`src/rtl/cr16_controller.sv`:
```
// cr16_controller: multi-cycle fetch/decode/execute control unit for the CR16 datapath.
// Optional `define SINGLE_STEP_EN adds I_STEP and a STEP_WAIT state between instructions.
module cr16_controller #(
  parameter int                  PC_WIDTH = 8,
  parameter logic [PC_WIDTH-1:0] RESET_PC = '0
) (
  input  logic                I_CLK,
  input  logic                I_NRESET,
  input  logic                I_START,
`ifdef SINGLE_STEP_EN
  input  logic                I_STEP,
`endif
  output logic [PC_WIDTH-1:0] O_IMEM_ADDRESS,
  output logic                O_IMEM_READ,
  input  logic [15:0]         I_IMEM_DATA,
  input  logic                I_IMEM_VALID,
  output logic                O_DATAPATH_NRESET,
  output logic [15:0]         O_REG_WRITE_ENABLE,
  output logic [3:0]          O_REG_A_SELECT,
  output logic [3:0]          O_REG_B_SELECT,
  output logic [15:0]         O_IMMEDIATE,
  output logic                O_IMMEDIATE_SELECT,
  output logic [3:0]          O_OPCODE,
  output logic [PC_WIDTH-1:0] O_PC,
  output logic                O_BUSY,
  output logic                O_HALTED
);

  typedef enum logic [2:0] {
    S_IDLE,
    S_CLEAR,
    S_FETCH,
    S_DECODE,
    S_EXECUTE,
    S_HALTED
`ifdef SINGLE_STEP_EN
    , S_STEP_WAIT
`endif
  } state_t;

  localparam logic [PC_WIDTH-1:0] PC_ONE = {{(PC_WIDTH-1){1'b0}}, 1'b1};

  state_t              r_state;
  state_t              w_next_state;
  state_t              w_after_instr;
  logic [PC_WIDTH-1:0] r_pc;
  logic [15:0]         r_ir;
  logic [3:0]          w_class;
  logic [3:0]          w_rdest;
  logic [3:0]          w_ext;
  logic [3:0]          w_rsrc;

  assign w_class = r_ir[15:12];
  assign w_rdest = r_ir[11:8];
  assign w_ext   = r_ir[7:4];
  assign w_rsrc  = r_ir[3:0];

  assign O_IMEM_ADDRESS = r_pc;
  assign O_PC           = r_pc;

`ifdef SINGLE_STEP_EN
  assign w_after_instr = S_STEP_WAIT;
`else
  assign w_after_instr = S_FETCH;
`endif

  always_ff @(posedge I_CLK or negedge I_NRESET) begin
    if (!I_NRESET) begin
      r_state <= S_IDLE;
      r_pc    <= RESET_PC;
      r_ir    <= 16'h0000;
    end else begin
      r_state <= w_next_state;
      if (r_state == S_CLEAR) begin
        r_pc <= RESET_PC;
      end else if (r_state == S_EXECUTE) begin
        r_pc <= r_pc + PC_ONE;
      end
      if (r_state == S_FETCH && I_IMEM_VALID) begin
        r_ir <= I_IMEM_DATA;
      end
    end
  end

  always_comb begin
    w_next_state = r_state;
    case (r_state)
      S_IDLE:    if (I_START) w_next_state = S_CLEAR;
      S_CLEAR:   w_next_state = w_after_instr;
      S_FETCH:   if (I_IMEM_VALID) w_next_state = S_DECODE;
      S_DECODE:  w_next_state = (w_class == 4'hF) ? S_HALTED : S_EXECUTE;
      S_EXECUTE: w_next_state = w_after_instr;
      S_HALTED:  if (I_START) w_next_state = S_CLEAR;
`ifdef SINGLE_STEP_EN
      S_STEP_WAIT: if (I_STEP) w_next_state = S_FETCH;
`endif
      default:   w_next_state = S_IDLE;
    endcase
  end

  // Moore outputs: operand controls are presented in both DECODE and EXECUTE so the
  // datapath sees stable selects a cycle before the write strobe.
  always_comb begin
    O_DATAPATH_NRESET  = 1'b1;
    O_IMEM_READ        = 1'b0;
    O_REG_WRITE_ENABLE = 16'h0000;
    O_REG_A_SELECT     = 4'h0;
    O_REG_B_SELECT     = 4'h0;
    O_IMMEDIATE        = 16'h0000;
    O_IMMEDIATE_SELECT = 1'b0;
    O_OPCODE           = 4'h0;
    O_BUSY             = 1'b0;
    O_HALTED           = 1'b0;
    case (r_state)
      S_CLEAR: begin
        O_DATAPATH_NRESET = 1'b0;
        O_BUSY            = 1'b1;
      end
      S_FETCH: begin
        O_IMEM_READ = 1'b1;
        O_BUSY      = 1'b1;
      end
      S_DECODE, S_EXECUTE: begin
        O_BUSY = 1'b1;
        if (w_class != 4'hF) begin
          O_REG_A_SELECT = w_rdest;
          if (w_class == 4'h0) begin
            O_REG_B_SELECT = w_rsrc;
            O_OPCODE       = w_ext;
          end else begin
            O_IMMEDIATE        = {{8{r_ir[7]}}, r_ir[7:0]};
            O_IMMEDIATE_SELECT = 1'b1;
            O_OPCODE           = (w_class == 4'h1) ? 4'h0 : w_class;
          end
          if (r_state == S_EXECUTE) begin
            O_REG_WRITE_ENABLE = 16'h0001 << w_rdest;
          end
        end
      end
      S_HALTED: O_HALTED = 1'b1;
`ifdef SINGLE_STEP_EN
      S_STEP_WAIT: O_BUSY = 1'b1;
`endif
      default: ;
    endcase
  end

endmodule

```
`config.mk`:
```
export PLATFORM = sky130hd
export DESIGN_NAME = cr16_controller
export DESIGN_NICKNAME = d
export VERILOG_FILES = /design/src/rtl/cr16_controller.sv
export SDC_FILE = /design/constraint.sdc
export NUM_CORES = 1
export LEC_CHECK = 0
export BUFFER_PORTS_ARGS = -buffer_cell sky130_fd_sc_hd__buf_2
export CAP_MARGIN = 40
export CORE_UTILIZATION = 45
export CTS_CLUSTER_DIAMETER = 150
export DETAILED_ROUTE_END_ITERATION = 10
export PLACE_DENSITY = 0.87
export SYNTH_ARGS = -nofsm -noshare
export SYNTH_HDL_FRONTEND = slang
export SYNTH_SLANG_ARGS = --single-unit
```
`constraint.sdc`:
```
create_clock -name I_CLK -period 1.8 [get_ports I_CLK]
set_input_delay 0.09 -clock I_CLK [delete_from_list [all_inputs] [get_ports I_CLK]]
set_output_delay 0.09 -clock I_CLK [all_outputs]
set_load 0.005 [all_outputs]
```
== Word level (Yosys, flattened, before mapping) ==
Index checks and enable logic that the tools add are counted.
Storage, ports and cells
  output and inout bits: 65
  bits in registers: 27
  input port bits: 20
  logic and storage cells: 52
Operators by class
  add/sub/neg operators: 1
  mux-type cells: 28
  equal/unequal tests: 10
  reduce and logical (&&, ||, !) cells: 9
  shift-type cells: 1
Operator list (count)
  $mux 16: 6
  $mux 4: 9
  $mux 8: 2
  $shl 1x4->16 const A: 1
  $pmux 3 s4: 1
  $add 8x1->8 const B: 1
  $mux 1: 8
  $eq 3x2->1 const B: 2
  $eq 3x3->1 const B: 2
  $mux 3: 2
  $reduce_or 2->1: 3
  $eq 4x1->1 const B: 1
  $eq 4x4->1 const B: 1
  $logic_not 4->1: 1
  $ne 4x4->1 const B: 1
  $reduce_or 4->1: 1
  $eq 3x1->1 const B: 1
  $logic_not 3->1: 1
  $ne 2x1->1 const B: 1
  $ne 2x2->1 const B: 1
  $reduce_and 2->1: 1
  $reduce_bool 2->1: 1
  $logic_and 1x1->1: 1

== Depth between registers and ports, before layout ==
Gate-level depths: netlist of run 1.
  depth after elaboration: 5
  depth in mapped cells: 6
  gate-level depth less buffers: 4

== Worst setup path before layout of run 1 ==
Ideal clock, no wire load.
  path kind: register -> output
  from: register r_state[2]
  to: output O_IMMEDIATE[10]
  cell stages (with the launch flop): 6
  setup slack: 0.044 ns
  arrival: 1.666 ns
  path buffers: 2
  required time: 1.710 ns
  cell sequence: dfrtp_1 -> buf_2 -> nand3b_1 -> a211oi_4 -> and2_1 -> buf_4
Between the ends
  word-level cells in the longest chain between the ends: 3
  elaborated cells on any way between the ends: 4
  those cells by class: eq/ne: 2; mux: 1; reduce/logical: 1
RTL lines
  from (decl): line 43  | state_t r_state;
  from (signal assigned): line 73  | r_state <= w_next_state;
  $eq 3x3->1 or $eq 3x2->1 (tied branches): line 114  | case (r_state)
  $reduce_or 2->1 *
  $mux 16 *: line 114
  to (decl): line 21  | output logic [15:0] O_IMMEDIATE,
Every way passes the cells marked *; elsewhere a longest branch is shown, timed or not.

== Worst setup path in the final report of run 1 ==
  from: register r_state[0]
  to: output O_IMMEDIATE[1]
The elaborated chain is that of the path after synthesis.

==> qor.csv, run 1 <==
metric;value;unit
MaxCap Viol Count;0;
Post-Route WL;4490;µm
Final Hold Fails;0;
max-slew violations;0;
delay-heaviest family, CP;simple AND/OR/NAND/NOR gates;
H-tree depth;1;
Post-Layout Cell Count;315;
slew margin rel.;0.584;
final setup violation count;22;
WP depth;5;
post-route ant nets;0;
Pre-antenna DRT Iters;4;
CTS Sinks;27;
Tmin final;1.93;ns
gp weighted congestion;0.782;
largest net degree at the start of global routing;28;
global-route wire length before repair;6870;µm
#FFs+latches synth;27;
# DRC;0;
crit path kind;flip-flop to primary output;
Routed WL per cell;14.2;µm
Setup WS post-layout;-0.132;ns
placed instance count;302;
Post-Syn Area;0.00182;mm²
setup TNS;-1.74;ns
Critical Path Most Common Cell;buf_6;
Final Skew;0.00170;ns
crit path launch type;flip-flop;
Post-synth EDFFs;0;
Power Density;1450;mW/mm²
Placeable Area;0.00377;mm²
slowest CP cell;dfrtp_2;
Hold Path Depth;2;
number of buffers created by CTS;3;
layout cells sized above 1;0.498;
maximum vdd drop;0.617;mV
Worst-Margin Slew;0.625;ns
RR Endpoint;O_IMEM_ADDRESS[5];
Yosys cell types;49;
Cell Area, Placed;0.00220;mm²
ys flop type;dfrtp_1;
clock slew at reported path FFs;0.10;ns
DIE HEIGHT;65.5;µm
sequential share of the synthesized area;0.372;
vias;1660;
antenna cell count;0;
Post-Syn Instances;188;
Synth-to-Final Area Change;32.6;%
worst-case clock buffer depth;2;
Root Buffer;clkbuf_8;
RSZ-0062 raised after global routing;yes;
crit path cell chain;or3b_4 -> a211oi_4 -> buf_6 -> and2_4 -> buf_6;
Iter 0 DRT Violations;70;
CTS tree;yes;
grt ovf;0;
later-pin clock latency in the skew report;0.27;ns
Initial Util;0.481;
crit path max fanout;8;
Via density;5.27;
worst reg2reg setup slack;0.02;ns
worst hold path startpoint;I_IMEM_DATA[2];
most common cell after layout, fill and taps aside;buf_2;
initial antenna violation count;0;
total track usage;0.206;
Critical Path End Type;primary output;
Mapped Avg Cell Area;9.66;µm²
design area;0.00241;mm²
worst-case reg-to-reg path depth;6;
Pwr Total;3.48;mW
number of global-route vias before repair;1558;
FF-to-FF Start;r_state[0];
synthesized net count;209;
failing checks;setup timing;
nets;289;
Final HPWL DP;3210;µm
IO buf count;84;
row cnt;22;
Die W;65.5;µm
CP Buf/Inv Count;2;
Worst EP arrival;1.84;ns
synthesis warning total;0;
Tightest Hold Check Type;primary input to flip-flop;
Post-synth ARST share;1.00;
sink of the worst hold path;r_ir[2];
most frequent cells in the layout;buf_2, dfrtp_1, buf_4, nand2_1, nor2_1;
FMAX;518;MHz
Lkg Pwr;1.22;nW
Top Ports;85;
status;finished, violations left;
final worst-path cycle share;1.07;
required time of the critical path;1.71;ns
crit-path max cell delay;0.44;ns
Die ar.;0.00429;mm²
## what timing repair did
item / in CTS / in global routing
endpoints found under the hold margin: 27 / 0
hold buffers: 1 / 0
endpoints found under the setup margin: 29 / 32
cloned: 0 / 0
buffers inserted: 4 / 5
resized for setup: 8 / 14
pin swaps: 3 / 13
## logic make-up (layout without fill, tap and decap cells)
logic type | count (synthesis) | in the layout | synth area share
simple gates | 77 | 77 | 0.263
buf+inv | 32 | 111 | 0.114
compound gates | 29 | 29 | 0.114
flops | 27 | 27 | 0.372
mux | 20 | 20 | 0.121
xor+xnor | 2 | 2 | 0.00965
fa+ha+maj | 1 | 1 | 0.00689
## how the worst max path moves through the flow
stage                     slack, ns       start                     to
after floorplan                0.04  r_state[2]        O_IMMEDIATE[10]
after global placement         0.23  r_state[0]        O_IMMEDIATE[10]
after detailed placement       0.18  r_state[2]  O_REG_WRITE_ENABLE[5]
after CTS                     -0.06  r_state[1]         O_IMMEDIATE[6]
after global routing          -0.17  r_state[0]         O_IMMEDIATE[1]
final                         -0.13  r_state[0]         O_IMMEDIATE[1]
## cells in the mapped netlist (2+ instances only)
library cell / number / share of area
a21boi_0: 2 / 0.0083
o21bai_1: 2 / 0.0083
nor3_1: 6 / 0.017
nand2b_1: 3 / 0.010
nor3b_2: 2 / 0.014
clkbuf_1: 2 / 0.0041
inv_1: 3 / 0.0062
nand3_1: 3 / 0.0083
buf_1: 2 / 0.0041
o21ai_0: 7 / 0.019
and3_1: 5 / 0.017
buf_6: 2 / 0.012
buf_4: 17 / 0.070
nand4_1: 3 / 0.010
nor2_1: 13 / 0.027
mux2_1: 10 / 0.062
mux2i_1: 4 / 0.022
nand2_1: 14 / 0.029
a21oi_1: 6 / 0.017
a21boi_1: 2 / 0.0083
dfrtp_1: 27 / 0.37
xnor2_1: 2 / 0.0097
mux2_2: 6 / 0.037
nor4_1: 2 / 0.0069
and2_1: 14 / 0.048
buf_2: 6 / 0.017
## power by group
group	switching (mW)	internal, mW
clock	0.196	0.155
sequential	0.373	0.852
combinational	0.860	1.05
total	1.43	2.05
## registers in the layout, indices dropped and copies added, names as in the netlist
| signal | count |
|---|---|
| r_ir | 16 |
| O_IMEM_ADDRESS | 8 |
| r_state | 3 |
## layer usage
layer,track usage,up-vias,share of wire
met1,0.251,799,0.43
met5,0,-,0
met2,0.367,54,0.51
met4,0.0652,0,0.0080
li1,-,805,-
met3,0.0330,2,0.049
## worst reg2reg max path, stage by stage, from the launching register on
cell and delay (ns):
dfrtp_2 0.44, buf_4 0.14, buf_4 0.12, buf_4 0.13
nand4bb_4 0.23, or4_1 0.51, a21boi_1 0.15
## through the flow
| step | hold WS, ns | utilization | setup slack [ns] |
|---|---|---|---|
| detailed placement | 0.146 | 0.582 | 0.184 |
| finish | 0.0260 | 0.638 | -0.132 |
| CTS | 0.0245 | 0.614 | -0.0616 |
| global route | 0.0270 | 0.638 | -0.174 |
| global placement | 0.137 | 0.582 | 0.235 |
| floorplan | -0.206 | - | 0.0440 |
## layout make-up
type	instances	area (µm²)
timing repair buffer	104	631
tap	48	60.1
clock inverter	1	5.00
multi-input combinational	129	982
inverter	3	11.3
clock buffer	3	41.3
fill	323	1360
sequential	27	677
No activity file was read; power rests on OpenSTA's default activity.
==> inputs of run 2 (changes only) <==
--- a/config.mk
+++ b/config.mk
@@ -5,7 +5,7 @@
 export SDC_FILE = /design/constraint.sdc
 export NUM_CORES = 1
 export LEC_CHECK = 0
-export BUFFER_PORTS_ARGS = -buffer_cell sky130_fd_sc_hd__buf_2
+export BUFFER_PORTS_ARGS = -buffer_cell sky130_fd_sc_hd__buf_4
 export CAP_MARGIN = 40
 export CORE_UTILIZATION = 45
 export CTS_CLUSTER_DIAMETER = 150
==> run 2 against run 1 <==
Compared with the run above:
- the flow still finishes with violations (setup timing)
- utilization grew 5.6 points
- via count is 1.6% lower
- count of clock-buffer cells in the layout increased by 1
- combinational power is 10% higher
- non-clock buffer count fell by 4
- critical path depth unchanged
- clock power fell by 1%
- design area grew 8.8%
- maximum frequency increased by 2.6%
==> qor.csv, run 2 (synthesis gave the netlist of run 1 again) <==
metric;value;unit;change
slew margin rel.;0.755;;+0.172
final setup violation count;17;;-23%
Sw Share;0.400;;-0.00976
crit path max fanout;8;;unchanged
most common cell after layout, fill and taps aside;buf_4;;
Gate power share;0.570;;+0.023
Initial Util;0.481;;unchanged
Biggest register;r_ir;;
Lkg Pwr;1.23;nW;+0.58%
status;finished, violations left;;
placed instance count;299;;-0.99%
grt ovf;0;;unchanged
Top Ports;85;;unchanged
Synth-to-Final Area Change;44.3;%;
DIE HEIGHT;65.5;µm;unchanged
gp weighted congestion;0.793;;+1.5%
Critical Path End Type;primary output;;
# DRC;0;;unchanged
global-route wire length before repair;7310;µm;+6.4%
crit-path max cell delay;0.45;ns;about the same
Pre-antenna DRT Iters;4;;unchanged
number of global-route vias before repair;1518;;-2.6%
clock slew at reported path FFs;0.09;ns;about the same
total track usage;0.219;;+0.0127
Final HPWL DP;3230;µm;+0.44%
Post-Route WL;4570;µm;+1.8%
crit path kind;flip-flop to primary output;;
IO buf count;84;;unchanged
MaxCap Viol Count;0;;unchanged
fin util;0.695;;+0.0564
vias;1634;;-1.6%
required time of the critical path;1.71;ns;about the same
post-route ant nets;0;;unchanged
maximum vdd drop;0.791;mV;+28%
initial antenna violation count;0;;unchanged
failing checks;setup timing;;
nets;285;;-1.4%
Worst-Margin Slew;0.367;ns;-0.258 ns
sw power;1.48;mW;+3.5%
later-pin clock latency in the skew report;0.27;ns;about the same
worst reg2reg setup slack;0.10;ns;+0.08 ns
Tightest Hold Check Type;primary input to flip-flop;;
Int Pwr;2.21;mW;+7.7%
row cnt;22;;unchanged
Setup WS post-layout;-0.0833;ns;+0.0484 ns
worst-case reg-to-reg path depth;5;;-1
Fin Hold WS;0.0321;ns;+0.00608 ns
crit path cell chain;or3b_4 -> a211oi_4 -> buf_6 -> and2_4 -> buf_6;;
crit path launch type;flip-flop;;
Worst EP arrival;1.79;ns;-0.05 ns
Die ar.;0.00429;mm²;unchanged
H-tree depth;1;;unchanged
fillcell total;295;;-8.7%
largest net degree at the start of global routing;28;;unchanged
final worst-path cycle share;1.05;;-0.0269
Final Skew;0.00288;ns;+0.00118 ns
Final Hold Fails;0;;unchanged
FMAX;531;MHz;+2.6%
layout cells sized above 1;0.517;;+0.0190
Placeable Area;0.00377;mm²;unchanged
CTS Sinks;27;;unchanged
Clk pwr share;0.094;;-0.007
max-slew violations;0;;unchanged
worst-case clock buffer depth;2;;unchanged
Via density;5.25;;-0.30%
Routed WL per cell;14.7;µm;+3.1%
antenna cell count;0;;unchanged
Iter 0 DRT Violations;57;;-19%
Pwr Total;3.69;mW;+6.0%
CTS tree;yes;;
Tmin final;1.88;ns;-0.0484 ns
Die W;65.5;µm;unchanged
number of buffers created by CTS;3;;unchanged
Hold Path Depth;2;;unchanged
Reg power frac;0.336;;-0.016
Power Density;1410;mW/mm²;-2.6%
slowest CP cell;or3b_4;;
Root Buffer;clkbuf_8;;
most frequent cells in the layout;buf_4, dfrtp_1, nand2_1, nor2_1, buf_6;;
Critical Path Most Common Cell;buf_6;;
max reg flops;16;;unchanged
RSZ-0062 raised after global routing;yes;;
Post-Layout Cell Count;311;;-1.3%
run 2: worst paths after layout:
kind,from,endpoint
max reg2reg,r_state[0],r_ir[12]
max,r_state[1],O_IMMEDIATE[5]
min reg2reg,O_IMEM_ADDRESS[7],O_IMEM_ADDRESS[7]
max in group asynchronous,I_NRESET,r_ir[15]
min in group asynchronous,I_NRESET,O_IMEM_ADDRESS[6]
min,I_IMEM_DATA[1],r_ir[1]
run 2: power groups by stage:
stage               sequential (mW)  combinational [mW]  clock [mW]
finish                         1.24                2.11       0.346
global route                   1.29                2.28       0.371
CTS                            1.20                1.97       0.349
detailed placement             1.20                1.79           0
global placement               1.18                1.75           0
floorplan                      1.02                1.31           0
run 2: final cells by class:
| type | instances | area, µm² | share of cell area |
|---|---|---|---|
| inverters | 3 | 11.3 | 0.00430 |
| well taps | 48 | 60.1 | 0.0229 |
| clock buffers | 4 | 45.0 | 0.0172 |
| flip-flops and latches | 27 | 677 | 0.258 |
| multi-input cells | 129 | 1020 | 0.388 |
| repair buffers | 100 | 811 | 0.309 |
run 2: per-stage QoR:
step,TNS [ns],setup WS [ns],cell area (µm²)
after global routing,-2.80,-0.161,2620
after CTS,-0.780,-0.0572,2530
after floorplan,0,0.0440,1820
after global placement,0,0.212,2380
after detailed placement,0,0.161,2380
final,-0.824,-0.0833,2620
run 2: worst max-delay path: cells and delay by family, from the launching register on:
| family | cells | cell delay (ns) |
|---|---|---|
| compound gates | 1 | 0.24 |
| simple gates | 2 | 0.60 |
| buf+inv | 2 | 0.26 |
| flops | 1 | 0.43 |
run 2: routing by layer:
layer / wire length [µm] / vias up / track usage / part of all wire
li1: - / 790 / - / -
met4: 29 / 0 / 0.0489 / 0.0064
met1: 1960 / 786 / 0.295 / 0.43
met5: 0 / - / 0 / 0
met2: 2340 / 54 / 0.367 / 0.51
met3: 241 / 4 / 0.0347 / 0.053
run 2: repair_timing:
| action | in CTS | in global routing |
|---|---|---|
| hold endpoints to repair | 27 | 0 |
| gates resized for setup | 19 | 16 |
| cloned | 0 | 0 |
| pin swaps | 8 | 9 |
| setup buffers | 3 | 4 |
| hold buffers | 1 | 0 |
| endpoints found under the setup margin | 25 | 35 |
==> inputs of run 3 (changes only) <==
==> constraint.sdc (replaced) <==
create_clock -name I_CLK -period 2.3 [get_ports I_CLK]
set_input_delay 0.115 -clock I_CLK [delete_from_list [all_inputs] [get_ports I_CLK]]
set_output_delay 0.115 -clock I_CLK [all_outputs]
set_load 0.005 [all_outputs]
==> run 3 against run 2 <==
Compared with the run above:
- the run now ends clean
- first-iteration DRC count stayed put
- via count is 3.2% lower
- die area stayed put
- non-clock buffer count is 10 lower
- worst hold slack better by 0.011 ns
- clock skew is 0.0047 ns higher
- highest routed layer unchanged
- largest cell class unchanged
- combinational power is 39% lower
==> qor.csv, run 3 (synthesis gave the netlist of run 1 again) <==
metric;value;unit;change
number of global-route vias before repair;1446;;-4.7%
# DRC;0;;unchanged
Pre-antenna DRT Iters;4;;unchanged
Lkg Pwr;1.14;nW;-6.9%
Post-Route WL;4090;µm;-11%
gp weighted congestion;0.832;;+4.9%
antenna cell count;0;;unchanged
IO buf count;84;;unchanged
RR Endpoint;r_ir[5];;
Reg power frac;0.383;;+0.047
vias;1581;;-3.2%
setup TNS;0;ns;+0.824 ns
Tmin final;2.14;ns;
crit path kind;flip-flop to primary output;;
final setup violation count;0;;-17
most frequent cells in the layout;buf_4, dfrtp_1, nand2_1, and2_1, nor2_1;;
crit path from;r_state[1];;
nets;275;;-3.5%
max reg flops;16;;unchanged
layout cells sized above 1;0.427;;-0.0902
status;finished, final reports clean;;
Top Ports;85;;unchanged
required time of the critical path;2.18;ns;+0.47 ns
total track usage;0.201;;-0.0175
Die ar.;0.00429;mm²;unchanged
initial antenna violation count;0;;unchanged
CTS Sinks;27;;unchanged
worst-case reg-to-reg path depth;4;;-1
Int Pwr;1.51;mW;-32%
Root Buffer;clkbuf_8;;
grt ovf;0;;unchanged
slew margin rel.;0.655;;-0.100
MaxCap Viol Count;0;;unchanged
post-route ant nets;0;;unchanged
most common cell after layout, fill and taps aside;buf_4;;
H-tree depth;1;;unchanged
crit path launch type;flip-flop;;
sink of the worst hold path;r_ir[1];;
Critical Path End Type;primary output;;
Final Skew;0.00754;ns;+0.00465 ns
Initial Util;0.481;;unchanged
crit path max fanout;14;;+6
FF-to-FF Start;r_state[1];;
worst-case clock buffer depth;2;;unchanged
maximum vdd drop;0.576;mV;-27%
RSZ-0062 raised after global routing;no;;
row cnt;22;;unchanged
Worst-Margin Slew;0.513;ns;+0.146 ns
Reg area;676;µm²;-0.18%
crit-path max cell delay;0.54;ns;+0.09 ns
later-pin clock latency in the skew report;0.28;ns;about the same
slowest CP cell;dfrtp_1;;
Placeable Area;0.00377;mm²;unchanged
Iter 0 DRT Violations;57;;unchanged
Power Density;1060;mW/mm²;-25%
Via density;5.25;;about the same
crit path cell chain;or3b_4 -> a211oi_4 -> and2_1 -> buf_4;;
CP Buf/Inv Count;1;;-1
Gate power share;0.508;;-0.062
area of the multi-input gates;933;µm²;-8.1%
fillcell total;321;;+8.8%
global-route wire length before repair;6730;µm;-8.0%
Worst EP arrival;2.02;ns;+0.23 ns
FMAX;468;MHz;
Routed WL per cell;13.6;µm;-7.5%
worst hold path startpoint;I_IMEM_DATA[1];;
fin util;0.638;;-0.0571
DIE HEIGHT;65.5;µm;unchanged
sw power;1.03;mW;-30%
clock slew at reported path FFs;0.10;ns;about the same
CTS tree;yes;;
Sw Share;0.404;;+0.00404
Final HPWL DP;3080;µm;-4.5%
Synth-to-Final Area Change;32.5;%;
Die W;65.5;µm;unchanged
Biggest register;r_ir;;
largest net degree at the start of global routing;28;;unchanged
worst reg2reg setup slack;0.54;ns;+0.44 ns
final worst-path cycle share;0.929;;
Final Hold Fails;0;;unchanged
Pwr Total;2.54;mW;-31%
number of buffers created by CTS;3;;unchanged
Hold Path Depth;2;;unchanged
Tightest Hold Check Type;primary input to flip-flop;;
max-slew violations;0;;unchanged
delay-heaviest family, CP;simple AND/OR/NAND/NOR gates;;
Clk pwr share;0.109;;+0.015
-- run 3: cell type report --
cell class	count	area share
multi-input combinational	129	0.388
clock buffer	3	0.0172
tap	48	0.0250
sequential	27	0.281
inverter	3	0.00468
clock inverter	1	0.00208
timing repair buffer	90	0.282
-- run 3: timing repair --
item,in CTS,in global routing
setup buffers,0,0
hold endpoints to repair,27,0
hold buffers,1,0
resized for setup,0,0
-- run 3: per-stage QoR --
step / instance area [µm²] / hold WS, ns / setup WS (ns) / cells
4_1_cts: 2400 / 0.0436 / 0.161 / 301
5_1_grt: 2400 / 0.0423 / 0.0504 / 301
3_5_place_dp: 2350 / 0.0529 / 0.492 / 296
6_report: 2400 / 0.0435 / 0.164 / 301
2_1_floorplan: 1820 / -0.181 / 0.519 / 188
3_3_place_gp: 2350 / 0.0470 / 0.529 / 296
-- run 3: power by group through the flow --
stage                     Sequential [mW]  Clock [mW]  Combinational (mW)
after floorplan                     0.799           0                1.02
after global placement              0.961           0                1.27
after detailed placement            0.976           0                1.29
after CTS                           0.967       0.280                1.31
after global routing                 1.02       0.298                1.43
final                               0.975       0.277                1.29
-- run 3: worst reg2reg max path, stage by stage, from the launching register on --
cell	delay [ns]
dfrtp_1	0.61
nor3b_2	0.30
and2_1	0.17
buf_4	0.20
mux2_2	0.36
-- run 3: layer usage --
metal | routed length [µm] | up-vias | share of wire | track usage
met1 | 1800 | 749 | 0.44 | 0.266
met3 | 255 | 4 | 0.062 | 0.0365
met2 | 1980 | 54 | 0.49 | 0.335
met4 | 41 | 0 | 0.010 | 0.0571
li1 | - | 774 | - | -
met5 | 0 | - | 0 | 0
-- run 3: how the worst max path moves through the flow --
stage / endpoint / depth (start not counted)
6_report: O_IMMEDIATE[13] / 4
5_1_grt: O_IMMEDIATE[13] / 4
2_1_floorplan: O_IMMEDIATE[10] / 5
4_1_cts: O_IMMEDIATE[13] / 4
3_5_place_dp: O_IMMEDIATE[13] / 4
3_3_place_gp: O_IMMEDIATE[9] / 4
